File: src/rtl/snn_sched_pkg.sv
// Shared constants and FSM encoding for the SNN time-step scheduler.
package snn_sched_pkg;

  localparam int unsigned FRAME_W = 20;
  localparam int unsigned DEPTH   = 4;
  localparam int unsigned STEP_W  = 16;

  typedef enum logic [1:0] {
    ST_IDLE      = 2'd0,
    ST_WAIT_TICK = 2'd1,
    ST_ISSUE     = 2'd2,
    ST_HOLD      = 2'd3
  } sched_state_t;

endpackage

File: src/rtl/spike_frame_fifo.sv
// Circular queue of spike frames; head is visible combinationally.
module spike_frame_fifo #(
  parameter int unsigned FRAME_W = 20,
  parameter int unsigned DEPTH   = 4
) (
  input  logic                   clk,
  input  logic                   rst_n,
  input  logic                   push,
  input  logic [FRAME_W-1:0]     push_data,
  input  logic                   pop,
  output logic [FRAME_W-1:0]     head_c,
  output logic [$clog2(DEPTH):0] level,
  output logic                   full_c,
  output logic                   empty_c
);

  localparam int unsigned PTR_W = $clog2(DEPTH);
  localparam int unsigned LVL_W = PTR_W + 1;

  logic [FRAME_W-1:0] mem [DEPTH];
  logic [PTR_W-1:0]   wr_ptr;
  logic [PTR_W-1:0]   rd_ptr;
  logic               do_push;
  logic               do_pop;

  // A push into a full queue is dropped even if a pop lands in the same cycle.
  assign full_c  = (level == LVL_W'(DEPTH));
  assign empty_c = (level == '0);
  assign do_push = push & ~full_c;
  assign do_pop  = pop & ~empty_c;
  assign head_c  = mem[rd_ptr];

  // Frame storage; contents are meaningless while the level says empty.
  always_ff @(posedge clk) begin
    if (do_push) begin
      mem[wr_ptr] <= push_data;
    end
  end

  // Pointers wrap naturally because DEPTH is a power of two.
  always_ff @(posedge clk or negedge rst_n) begin
    if (!rst_n) begin
      wr_ptr <= '0;
      rd_ptr <= '0;
      level  <= '0;
    end else begin
      if (do_push) begin
        wr_ptr <= wr_ptr + PTR_W'(1);
      end
      if (do_pop) begin
        rd_ptr <= rd_ptr + PTR_W'(1);
      end
      case ({do_push, do_pop})
        2'b10:   level <= level + LVL_W'(1);
        2'b01:   level <= level - LVL_W'(1);
        default: level <= level;
      endcase
    end
  end

endmodule

File: src/rtl/snn_step_scheduler.sv
// Queues SPI spike frames and hands one to the SNN on every divided-clock tick.
module snn_step_scheduler #(
  parameter int unsigned FRAME_W = snn_sched_pkg::FRAME_W,
  parameter int unsigned DEPTH   = snn_sched_pkg::DEPTH
) (
  input  logic                              clk,
  input  logic                              rst_n,
  input  logic                              frame_valid,
  input  logic [FRAME_W-1:0]                frame_in,
  input  logic                              step_tick,
  input  logic                              run_en,
  input  logic                              clear_flags,
  output logic [FRAME_W-1:0]                snn_spikes,
  output logic                              snn_enable,
  output logic [snn_sched_pkg::STEP_W-1:0]  step_count,
  output logic [$clog2(DEPTH):0]            fifo_level,
  output logic                              overflow,
  output logic                              underflow
);

  import snn_sched_pkg::*;

  sched_state_t       state;
  logic               fv_sync;
  logic               fv_prev;
  logic               tick_sync;
  logic               tick_prev;
  logic               fv_rise;
  logic               tick_rise;
  logic               push_ok;
  logic               pop_req;
  logic               ovf_event;
  logic               udf_event;
  logic               fifo_full;
  logic               fifo_empty;
  logic [FRAME_W-1:0] fifo_head;
  logic [FRAME_W-1:0] issue_frame;

  // Sync and previous-value registers for the two rising-edge detectors.
  always_ff @(posedge clk or negedge rst_n) begin
    if (!rst_n) begin
      fv_sync   <= 1'b0;
      fv_prev   <= 1'b0;
      tick_sync <= 1'b0;
      tick_prev <= 1'b0;
    end else begin
      fv_sync   <= frame_valid;
      fv_prev   <= fv_sync;
      tick_sync <= step_tick;
      tick_prev <= tick_sync;
    end
  end

  assign fv_rise   = fv_sync & ~fv_prev;
  assign tick_rise = tick_sync & ~tick_prev;
  assign push_ok   = fv_rise & ~fifo_full;
  assign pop_req   = (state == ST_ISSUE);
  assign ovf_event = fv_rise & fifo_full;
  assign udf_event = (state == ST_ISSUE) & fifo_empty;

  spike_frame_fifo #(
    .FRAME_W (FRAME_W),
    .DEPTH   (DEPTH)
  ) u_fifo (
    .clk       (clk),
    .rst_n     (rst_n),
    .push      (fv_rise),
    .push_data (frame_in),
    .pop       (pop_req),
    .head_c    (fifo_head),
    .level     (fifo_level),
    .full_c    (fifo_full),
    .empty_c   (fifo_empty)
  );

  // Frame the ISSUE cycle will pop: a push landing on the ISSUE edge is what the queue holds then.
  always_comb begin
    issue_frame = '0;
    if (!fifo_empty) begin
      issue_frame = fifo_head;
    end else if (push_ok) begin
      issue_frame = frame_in;
    end
  end

  // Step FSM; enable, spikes and count are loaded on the edge that enters ISSUE.
  always_ff @(posedge clk or negedge rst_n) begin
    if (!rst_n) begin
      state      <= ST_IDLE;
      snn_enable <= 1'b0;
      snn_spikes <= '0;
      step_count <= '0;
    end else begin
      snn_enable <= 1'b0;
      case (state)
        ST_IDLE: begin
          if (run_en) begin
            state <= ST_WAIT_TICK;
          end
        end
        ST_WAIT_TICK: begin
          if (!run_en) begin
            state <= ST_IDLE;
          end else if (tick_rise) begin
            state      <= ST_ISSUE;
            snn_enable <= 1'b1;
            snn_spikes <= issue_frame;
            step_count <= step_count + STEP_W'(1);
          end
        end
        ST_ISSUE: begin
          state <= ST_HOLD;
        end
        ST_HOLD: begin
          state <= run_en ? ST_WAIT_TICK : ST_IDLE;
        end
        default: begin
          state <= ST_IDLE;
        end
      endcase
    end
  end

  // Sticky flags; a new event beats a coincident clear.
  always_ff @(posedge clk or negedge rst_n) begin
    if (!rst_n) begin
      overflow  <= 1'b0;
      underflow <= 1'b0;
    end else begin
      if (ovf_event) begin
        overflow <= 1'b1;
      end else if (clear_flags) begin
        overflow <= 1'b0;
      end
      if (udf_event) begin
        underflow <= 1'b1;
      end else if (clear_flags) begin
        underflow <= 1'b0;
      end
    end
  end

endmodule

File: config.mk
export PLATFORM = sky130hd
export DESIGN_NAME = snn_step_scheduler
export DESIGN_NICKNAME = d
export VERILOG_FILES = /design/src/rtl/snn_sched_pkg.sv /design/src/rtl/spike_frame_fifo.sv /design/src/rtl/snn_step_scheduler.sv
export SDC_FILE = /design/constraint.sdc
export NUM_CORES = 1
export LEC_CHECK = 0
export CAP_MARGIN = 20
export CORE_AREA = 5 5 105 107
export DETAILED_ROUTE_END_ITERATION = 7
export DIE_AREA = 0 0 110 112
export GPL_ROUTABILITY_DRIVEN = 0
export HOLD_SLACK_MARGIN = 0.03
export PLACE_DENSITY = 0.87
export SYNTH_ARGS = -nofsm -noshare
export SYNTH_HDL_FRONTEND = slang
export SYNTH_SLANG_ARGS = --single-unit
File: constraint.sdc
create_clock -name clk -period 2.6 [get_ports clk]
set_clock_uncertainty 0.2 [all_clocks]
set_input_delay 0.26 -clock clk [delete_from_list [all_inputs] [get_ports clk]]
set_output_delay 0.26 -clock clk [all_outputs]
set_load 0.1 [all_outputs]
-- After elaboration in Yosys (flattened, before gate mapping)
Memory sizes are Yosys's and may differ from the RTL's.
Index checks and enable logic that the tools add are counted.
W data, S select, Z words.
- register bits: 52
- bits in writable memories: 80
- bits of input ports: 26
- output and inout bits: 42
- word-level logic and storage cells: 60
- memories kept: 1
- memory list (memory ; words ; width ; rd ports ; clocked after memory_dff ; write ports ; line ; RTL):
    u_fifo.mem ; 4 ; 20 ; 1 ; 0 ; 1 ; spike_frame_fifo.sv:20 ; logic [FRAME_W-1:0] mem [DEPTH];
- $add $sub $neg: 5
- eq/ne operators: 8
- muxes and demuxes: 16
- bitwise operators: 10
- reduce and logical (&&, ||, !) cells: 7
- operators with widths (kind ; count):
    $mux W20 ; 2
    $add A16 B1 Y16 const B ; 1
    $mux W1 ; 9
    $pmux W2 S4 ; 1
    $and A1 B1 Y1 ; 6
    $eq A2 B2 Y1 const B ; 3
    $mux W2 ; 3
    $pmux W3 S2 ; 1
    $reduce_bool A2 Y1 ; 3
    $add A2 B1 Y2 const B ; 2
    $eq A2 B1 Y1 const B ; 2
    $not A1 Y1 ; 4
    $add A3 B1 Y3 const B ; 1
    $eq A3 B3 Y1 const B ; 1
    $logic_not A3 Y1 ; 1
    $ne A3 B3 Y1 const B ; 1
    $reduce_and A3 Y1 ; 1
    $sub A3 B1 Y3 const B ; 1
    $logic_not A2 Y1 ; 1
    $ne A2 B2 Y1 const B ; 1
    $reduce_and A2 Y1 ; 1

-- Longest topological paths before layout
Gate-level depths: netlist of run 1.
- depth after elaboration: 5
- gate-level depth with buffers: 10
- mapped depth without buffers: 10

-- Modules after synthesis
From an unflattened synthesis of run 1, not the netlist that was laid out.
- cells, all modules: 339
- area, all modules: 5403.9 µm²
- by module, submodules not included (module ; times used ; cells an instance ; area an instance (µm²) ; sequential area each (µm²)):
    spike_frame_fifo ; 1 ; 141 ; 3331.9 ; 2577.5
    snn_step_scheduler ; 1 ; 198 ; 2072.0 ; 1126.1

-- Worst setup path before layout of run 1
OpenSTA, ideal clock, no wires.
- path kind: register to register
- from: reg u_fifo.level[2]
- to: reg u_fifo.level[2]
- library setup time: 165 ps
- data arrival time: 2377 ps
- required time: 2235 ps
- slack: -142 ps
- cell stages (with the launch flop): 10
- buffers on the path: 0
- period minus slack after synthesis: 2742 ps
- cell sequence: dfrtp_1 nand2_1 and2_1 inv_1 ha_1 inv_1 fa_1 xor2_1 nor2_1 xor2_1
- word-level cells in the longest chain between the ends: 5
- elaborated cells on any way between the ends: 12
- classes of those cells: 2 x add/sub; 3 x eq/ne; 1 x mux; 4 x bitwise; 2 x reduce/logical
- RTL lines (item ; line ; RTL):
    start: declaration ; spike_frame_fifo.sv:12 ; output logic [$clog2(DEPTH):0] level,
    start signal: assignment ; spike_frame_fifo.sv:54 ; 2'b10: level <= level + LVL_W'(1);
    start signal: assignment ; spike_frame_fifo.sv:55 ; 2'b01: level <= level - LVL_W'(1);
    start signal: assignment ; spike_frame_fifo.sv:56 ; default: level <= level;
    $eq A3 B3 Y1 or $logic_not A3 Y1 (tied branches) ; spike_frame_fifo.sv:27, spike_frame_fifo.sv:28 ;
    $not A1 Y1 (on tied branches) ; spike_frame_fifo.sv:29, spike_frame_fifo.sv:30 ;
    $and A1 B1 Y1 (on tied branches) ; spike_frame_fifo.sv:29, spike_frame_fifo.sv:30 ;
    $eq A2 B1 Y1 or $eq A2 B2 Y1 (tied branches) ; spike_frame_fifo.sv:53 ; case ({do_push, do_pop})
    $pmux W3 S2 or $reduce_bool A2 Y1 (tied branches) ; n/a ;
Several ways; a longest one is shown, not always the timed one.
A chain may end at the register's enable or synchronous reset.

-- Final worst setup path of run 1
- from: reg u_fifo.level[0]
- to: reg u_fifo.level[2]
The elaborated chain is that of the path after synthesis.

==> results.yml, run 1 <==
status:
  outcome: "completed"
synth:
  yosys.area.top_type: "edfxtp_1"
  synth_top_area_share_pct: 44.7
  syn_avg_cell_area_um2: 16.2
  ys_seq_elements: 132
  mappedNetlistNets: 365
  synth_cells: 332
  syn-cell-area_um2: 5380
  yosysWarnings: 0
  yosysSeqAreaShare_pct: 68.9
  synth_area_leaders: "edfxtp_1 (45%), dfrtp_1 (24%), mux4_2 (5.0%)"
  synthDistinctLibCells: 39
worst_setup_path:
  slowest_delay_ns: 0.45
  critPathSlowestCell: "dfrtp_2"
  crit_buf_inv: 2
  start_kind: "register"
  crit_type: "register to register"
  crit_fanout: 6
  cp-end-kind: "register"
  crit_chain: "nor2_1 -> nand2_1 -> and2_1 -> inv_1 -> ha_1 -> inv_1 -> fa_1 -> xor2_1 -> nor2_1 -> xor2_1"
  arrival_ns: 2.60
  path_delay_family: "simple AND/OR/NAND/NOR gates"
  crit_required_ns: 2.83
pwr:
  power.share.sequential_pct: 34.3
  ir_drop_uv: 1020
  pwr-share-clk_pct: 27.0
  leakage_nw: 2.60
  swShare_pct: 42.0
  power_switching_mw: 3.55
  p_per_area_nw_per_um2: 1270
  power.internal_mw: 4.90
  p_comb_share_pct: 38.7
grt:
  grtUsageTotal_pct: 19.2
  grt_pass1_wl_mm: 17.6
  grt_overflow: 0
  grt_max_degree: 42
  grt_antenna_before_repair: 0
  grt_pass1_vias: 3415
sta:
  slew_viol_final: 0
  clock.fmax_ghz: 0.422
  worst_pin_slew_ns: 0.789
  min_period_over_period_pct: 91.2
  final-hold-violation-count: 0
  relSlewSlack_pct: 47.3
  setup_viol: 0
  setup_tns_ns: 0
  holdWs_ns: 0.176
  rsz0062_at_grt: "false"
  period_needed_ns: 2.37
cells_and_area:
  layout_common_cells: "edfxtp_1 (80), buf_4 (52), dfrtp_1 (49)"
  area_growth_syn_to_layout_pct: 24.1
  insertedDiodeCount: 0
  stdcell_count: 567
  nets: 451
  final_common_cell: "edfxtp_1"
  fin_area_um2: 6670
  drive_above_1_share_pct: 26.0
  fill_cells: 690
clock_network:
  htree_levels: 4
  cts_sinks: 132
  root_buffer: "clkbuf_8"
  cts_made_buffers: 17
  cts_buffer_depth: 2
  clkLatencyLatePin_ns: 0.51
  cts.clk_slew.worst_paths_ns: 0.06
  cts.hold.buffers_added: 4
  cts_tree: "done"
  cts_resized: 0
  post_cts_buffers: 0
floorplan:
  pin_count: 68
  initial_core_util_pct: 53.5
  rows: 37
  core_um2: 10000
  fp.dieH_um: 112
  fp.dieW_um: 110
  dieArea_um2: 12300
place:
  dpl.cell_count: 531
  dp_hpwl_mm: 6.78
  placed_area_um2: 6060
  io_buffer_count: 67
routing:
  drt_first_pass_iters: 4
  vias: 3132
  drc: 0
  wl_mm: 10.9
  vias_per_cell: 5.52
  wire_per_inst_um: 19.3
  drt-initial-drc-count: 196
  postRouteAntennaNets: 0
hold_path:
  hold_path.class: "register to register"
run:
  drv_cap: 0
[Yosys cell counts, drive strengths merged]
library cell,instances
or3,1
xor2,6
mux2,2
nand3,25
o21ai,1
xnor2,15
nand4,4
nand2,29
and4,2
nand2b,2
mux2i,1
and3,5
nor3,4
edfxtp,80
o2bb2ai,1
buf,8
nand4bb,1
clkbuf,7
nand3b,1
ha,6
a32o,1
nor2b,1
mux4,20
a21oi,2
dfrtp,52
inv,8
a31oi,20
fa,1
nor2,24
and2,2
[sequential cells by signal, summed over array words and instances (netlist names), 2 cells and up, named ones only]
| register | count |
|---|---|
| step_count | 16 |
| u_fifo.level | 3 |
| u_fifo.wr_ptr | 2 |
| u_fifo.rd_ptr | 2 |
| snn_spikes | 20 |
| u_fifo.mem | 80 |
[power by group through the flow]
| stage | combinational, mW | clock (mW) | sequential [mW] |
|---|---|---|---|
| floorplan | 1.09 | 0 | 4.39 |
| global placement | 3.22 | 0 | 2.90 |
| detailed placement | 3.27 | 0 | 2.94 |
| CTS | 3.30 | 2.31 | 2.90 |
| global route | 3.43 | 2.41 | 2.95 |
| finish | 3.27 | 2.28 | 2.90 |
[layer usage]
| layer | global-route usage, % | vias to the layer above | share of wire (%) |
|---|---|---|---|
| met5 | 0 | - | 0 |
| met4 | 7.48 | 0 | 1.7 |
| met3 | 4.99 | 14 | 7.2 |
| met2 | 31.0 | 116 | 51 |
| met1 | 24.9 | 1577 | 40 |
| li1 | - | 1425 | - |
[worst register-to-register path: stages, from the launching register on]
cell and delay (ns):
dfrtp_2 0.45, nor2_1 0.18, nand2_1 0.15, and2_1 0.22, inv_1 0.07, ha_1 0.17
inv_1 0.06, fa_1 0.37, xor2_1 0.15, nor2_1 0.11, xor2_1 0.16
[cell families (layout without fill, tap and decap cells)]
family | count (synthesis) | count (layout) | share of synthesized area (%)
xor gates and xnor gates | 21 | 21 | 3.42
and+or+nand+nor | 101 | 101 | 9.77
adders and majority gates | 7 | 7 | 1.77
buffers and inverters | 23 | 122 | 3.30
AOI/OAI and AO/OA | 25 | 25 | 3.30
DFF | 132 | 132 | 68.9
muxes | 23 | 23 | 9.54
[cell type report]
type / count / area (um^2) / area share [%]
Clock buffer: 18 / 418 / 6.26
Clock inverter: 14 / 153 / 2.29
Inverter: 8 / 30.0 / 0.450
Multi-Input combinational cell: 177 / 1500 / 22.4
Sequential cell: 132 / 3710 / 55.6
Tap cell: 136 / 170 / 2.55
Timing Repair Buffer: 82 / 696 / 10.4
[per-stage QoR]
step           total power [mW]  setup slack [ns]  utilization (%)
2_1_floorplan              5.48             0.166                -
3_3_place_gp               6.12             0.394             60.3
3_5_place_dp               6.21             0.305             60.3
4_1_cts                    8.51             0.230             66.4
5_1_grt                    8.79            0.0316             66.4
6_report                   8.45             0.228             66.4
[path summary, 6_finish.rpt]
check	startpoint	endpoint	slack, ns	cells past startpoint
max reg2reg	u_fifo.level[0]	u_fifo.level[2]	0.23	10
max	u_fifo.level[0]	u_fifo.level[2]	0.23	10
min	fv_sync	fv_prev	0.18	0
min reg2reg	fv_sync	fv_prev	0.18	0
max in group asynchronous	rst_n	snn_spikes[3]	0.93	3
min in group asynchronous	rst_n	step_count[2]	0.20	3
(Power assumes the default switching activity.)
==> run 2: changes to the inputs <==
- CORE_AREA: 5 5 105 107 -> 5 5 81 140
- DIE_AREA: 0 0 110 112 -> 0 0 86 145
- SYNTH_HIERARCHICAL: unset -> 1
==> results.yml, run 2 <==
cells_and_area:
  insertedDiodeCount: 0
  fin_util_pct: 66.5
  area_growth_syn_to_layout_pct: 24.5
  largestRegisters: "u_fifo/mem: 80 flops, snn_spikes: 20 flops, step_count: 16 flops"
  nets: 452
  final_common_cell: "edfxtp_1"
  regMostFlops: "u_fifo/mem"
  layout_common_cells: "edfxtp_1 (80), dfrtp_1 (51), buf_4 (47)"
  largest_register_ffs: 80
  stdcell_count: 559
  drive_above_1_share_pct: 30.3
routing:
  drc: 0
  wl_met2_mm: 6.04
  wl_mm: 10.8
  postRouteAntennaNets: 0
  drt-initial-drc-count: 219
  vias_per_cell: 5.47
  route.met3.wl_um: 609
  wire_per_inst_um: 19.3
  vias: 3057
  drt_first_pass_iters: 5
  m1WireLength_mm: 3.87
  top_layer: "met4"
grt:
  grt_max_degree: 28
  grt_antenna_before_repair: 0
  grt_overflow: 0
  grtUsageTotal_pct: 18.9
  grt_pass1_wl_mm: 17.7
  grt_pass1_vias: 3380
sta:
  setup_tns_ns: 0
  worst_pin_slew_ns: 0.809
  slew_viol_final: 0
  holdWs_ns: 0.0959
  rsz0062_at_grt: "false"
  clock.fmax_ghz: 0.444
  setup_viol: 0
  relSlewSlack_pct: 46.1
  final-hold-violation-count: 0
  min_period_over_period_pct: 86.6
  period_needed_ns: 2.25
worst_setup_path:
  crit_fanout: 7
  start_kind: "register"
  crit_start: "u_fifo/level[0]"
  arrival_ns: 2.38
  r2r-start: "u_fifo/level[0]"
  crit_type: "register to register"
  cp-end-kind: "register"
  crit_required_ns: 2.73
synth:
  synth_edf_count: 80
  synth_cells: 339
  yosysSeqAreaShare_pct: 68.5
  syn_avg_cell_area_um2: 15.9
  synth_top_area_share_pct: 44.5
  synth_commonest_cells: "edfxtp_1 (80), dfrtp_1 (52), nand2_1 (32)"
  yosys.area.top_type: "edfxtp_1"
  synth_area_leaders: "edfxtp_1 (44%), dfrtp_1 (24%), mux4_2 (7.9%)"
  synthDistinctLibCells: 40
  yosys_most_used_dff: "edfxtp_1"
  syn-cell-area_um2: 5400
  synthArstFlopShare_pct: 39.4
  mappedNetlistNets: 372
  ys_seq_elements: 132
  yosysWarnings: 6
  synth_most_common_cell: "edfxtp_1"
floorplan:
  fp.dieH_um: 145
  rows: 49
  pin_count: 68
  core_um2: 10100
  dieArea_um2: 12500
  fp.dieW_um: 86
  initial_core_util_pct: 53.4
clock_network:
  htree_levels: 4
  cts.hold.buffers_added: 1
  cts_resized: 0
  root_buffer: "clkbuf_16"
  cts.clk_slew.worst_paths_ns: 0.06
  post_cts_buffers: 0
  clkLatencyLatePin_ns: 0.41
  cts_made_buffers: 17
  cts_sinks: 132
  cts_tree: "done"
  cts_buffer_depth: 2
hold_path:
  hold_start: "step_tick"
  hold_path.class: "input port to register"
status:
  outcome: "completed"
pwr:
  p_per_area_nw_per_um2: 1280
  ir_drop_uv: 856
  leakage_nw: 2.69
run:
  drv_cap: 0
place:
  dpl.cell_count: 526
  dp_hpwl_mm: 6.98
  io_buffer_count: 67
## run 2: cell count changes after synthesis, moves of 5 or more
cell,previous run,this run
a21oi_1,2,22
nand3_1,25,5
nor2b_1,1,21
o21ai_2,0,18
a31oi_1,17,0
nor2_1,23,7
mux4_1,8,1
mux4_2,12,19
clkbuf_8,6,0
xnor2_1,15,10
xor2_1,6,11
## run 2: area by class of cell
class / count / area (um^2)
tap: 127 / 159
clock buffer: 18 / 429
multi-input combinational: 184 / 1560
sequential: 132 / 3700
clock inverter: 14 / 204
fill: 701 / 3390
timing repair buffer: 74 / 628
inverter: 10 / 37.5
## run 2: kinds of logic (layout without fill, tap and decap cells)
group | after synthesis | after routing | share of synthesized area (%)
mux | 22 | 22 | 8.87
buf+inv | 23 | 116 | 2.66
xor+xnor | 21 | 21 | 3.40
simple gates | 89 | 89 | 9.26
flops | 132 | 132 | 68.5
fa+ha+maj | 7 | 7 | 1.76
compound gates | 45 | 45 | 5.51
## run 2: metrics by stage
stage	worst slack (ns)	total power, mW	area, um^2
6_report	0.347	8.63	6730
2_1_floorplan	0.0345	5.42	5410
3_5_place_dp	0.376	6.16	6080
5_1_grt	0.225	8.99	6730
3_3_place_gp	0.429	6.06	6080
4_1_cts	0.346	8.71	6730
## run 2: per-layer routing
metal	global-route usage, %	vias up
li1	-	1410
met1	20.3	1527
met2	33.8	95
met3	5.33	25
met4	8.16	0
met5	0	-
## run 2: final timing paths
check	to	slack [ns]	depth (start not counted)
max	u_fifo/level[2]	0.35	9
min	tick_sync	0.1	1
max reg2reg	u_fifo/level[2]	0.35	9
min reg2reg	fv_prev	0.17	0
max in group asynchronous	fv_prev	1.42	3
min in group asynchronous	snn_spikes[3]	0.21	2
## run 2: critical path: stages, from the launching register on
cell,delay [ns]
dfrtp_1,0.47
nor3b_4,0.31
nor2b_4,0.10
inv_1,0.07
ha_1,0.17
inv_1,0.06
fa_1,0.38
xor2_1,0.15
nor2_1,0.12
xor2_1,0.16
## run 2: report_power, final
group          switching [mW]  internal (mW)  total [mW]
logic                    2.33          0.955        3.29
clock network           0.884           1.62        2.50
registers               0.241           2.61        2.85
total                    3.46           5.18        8.63
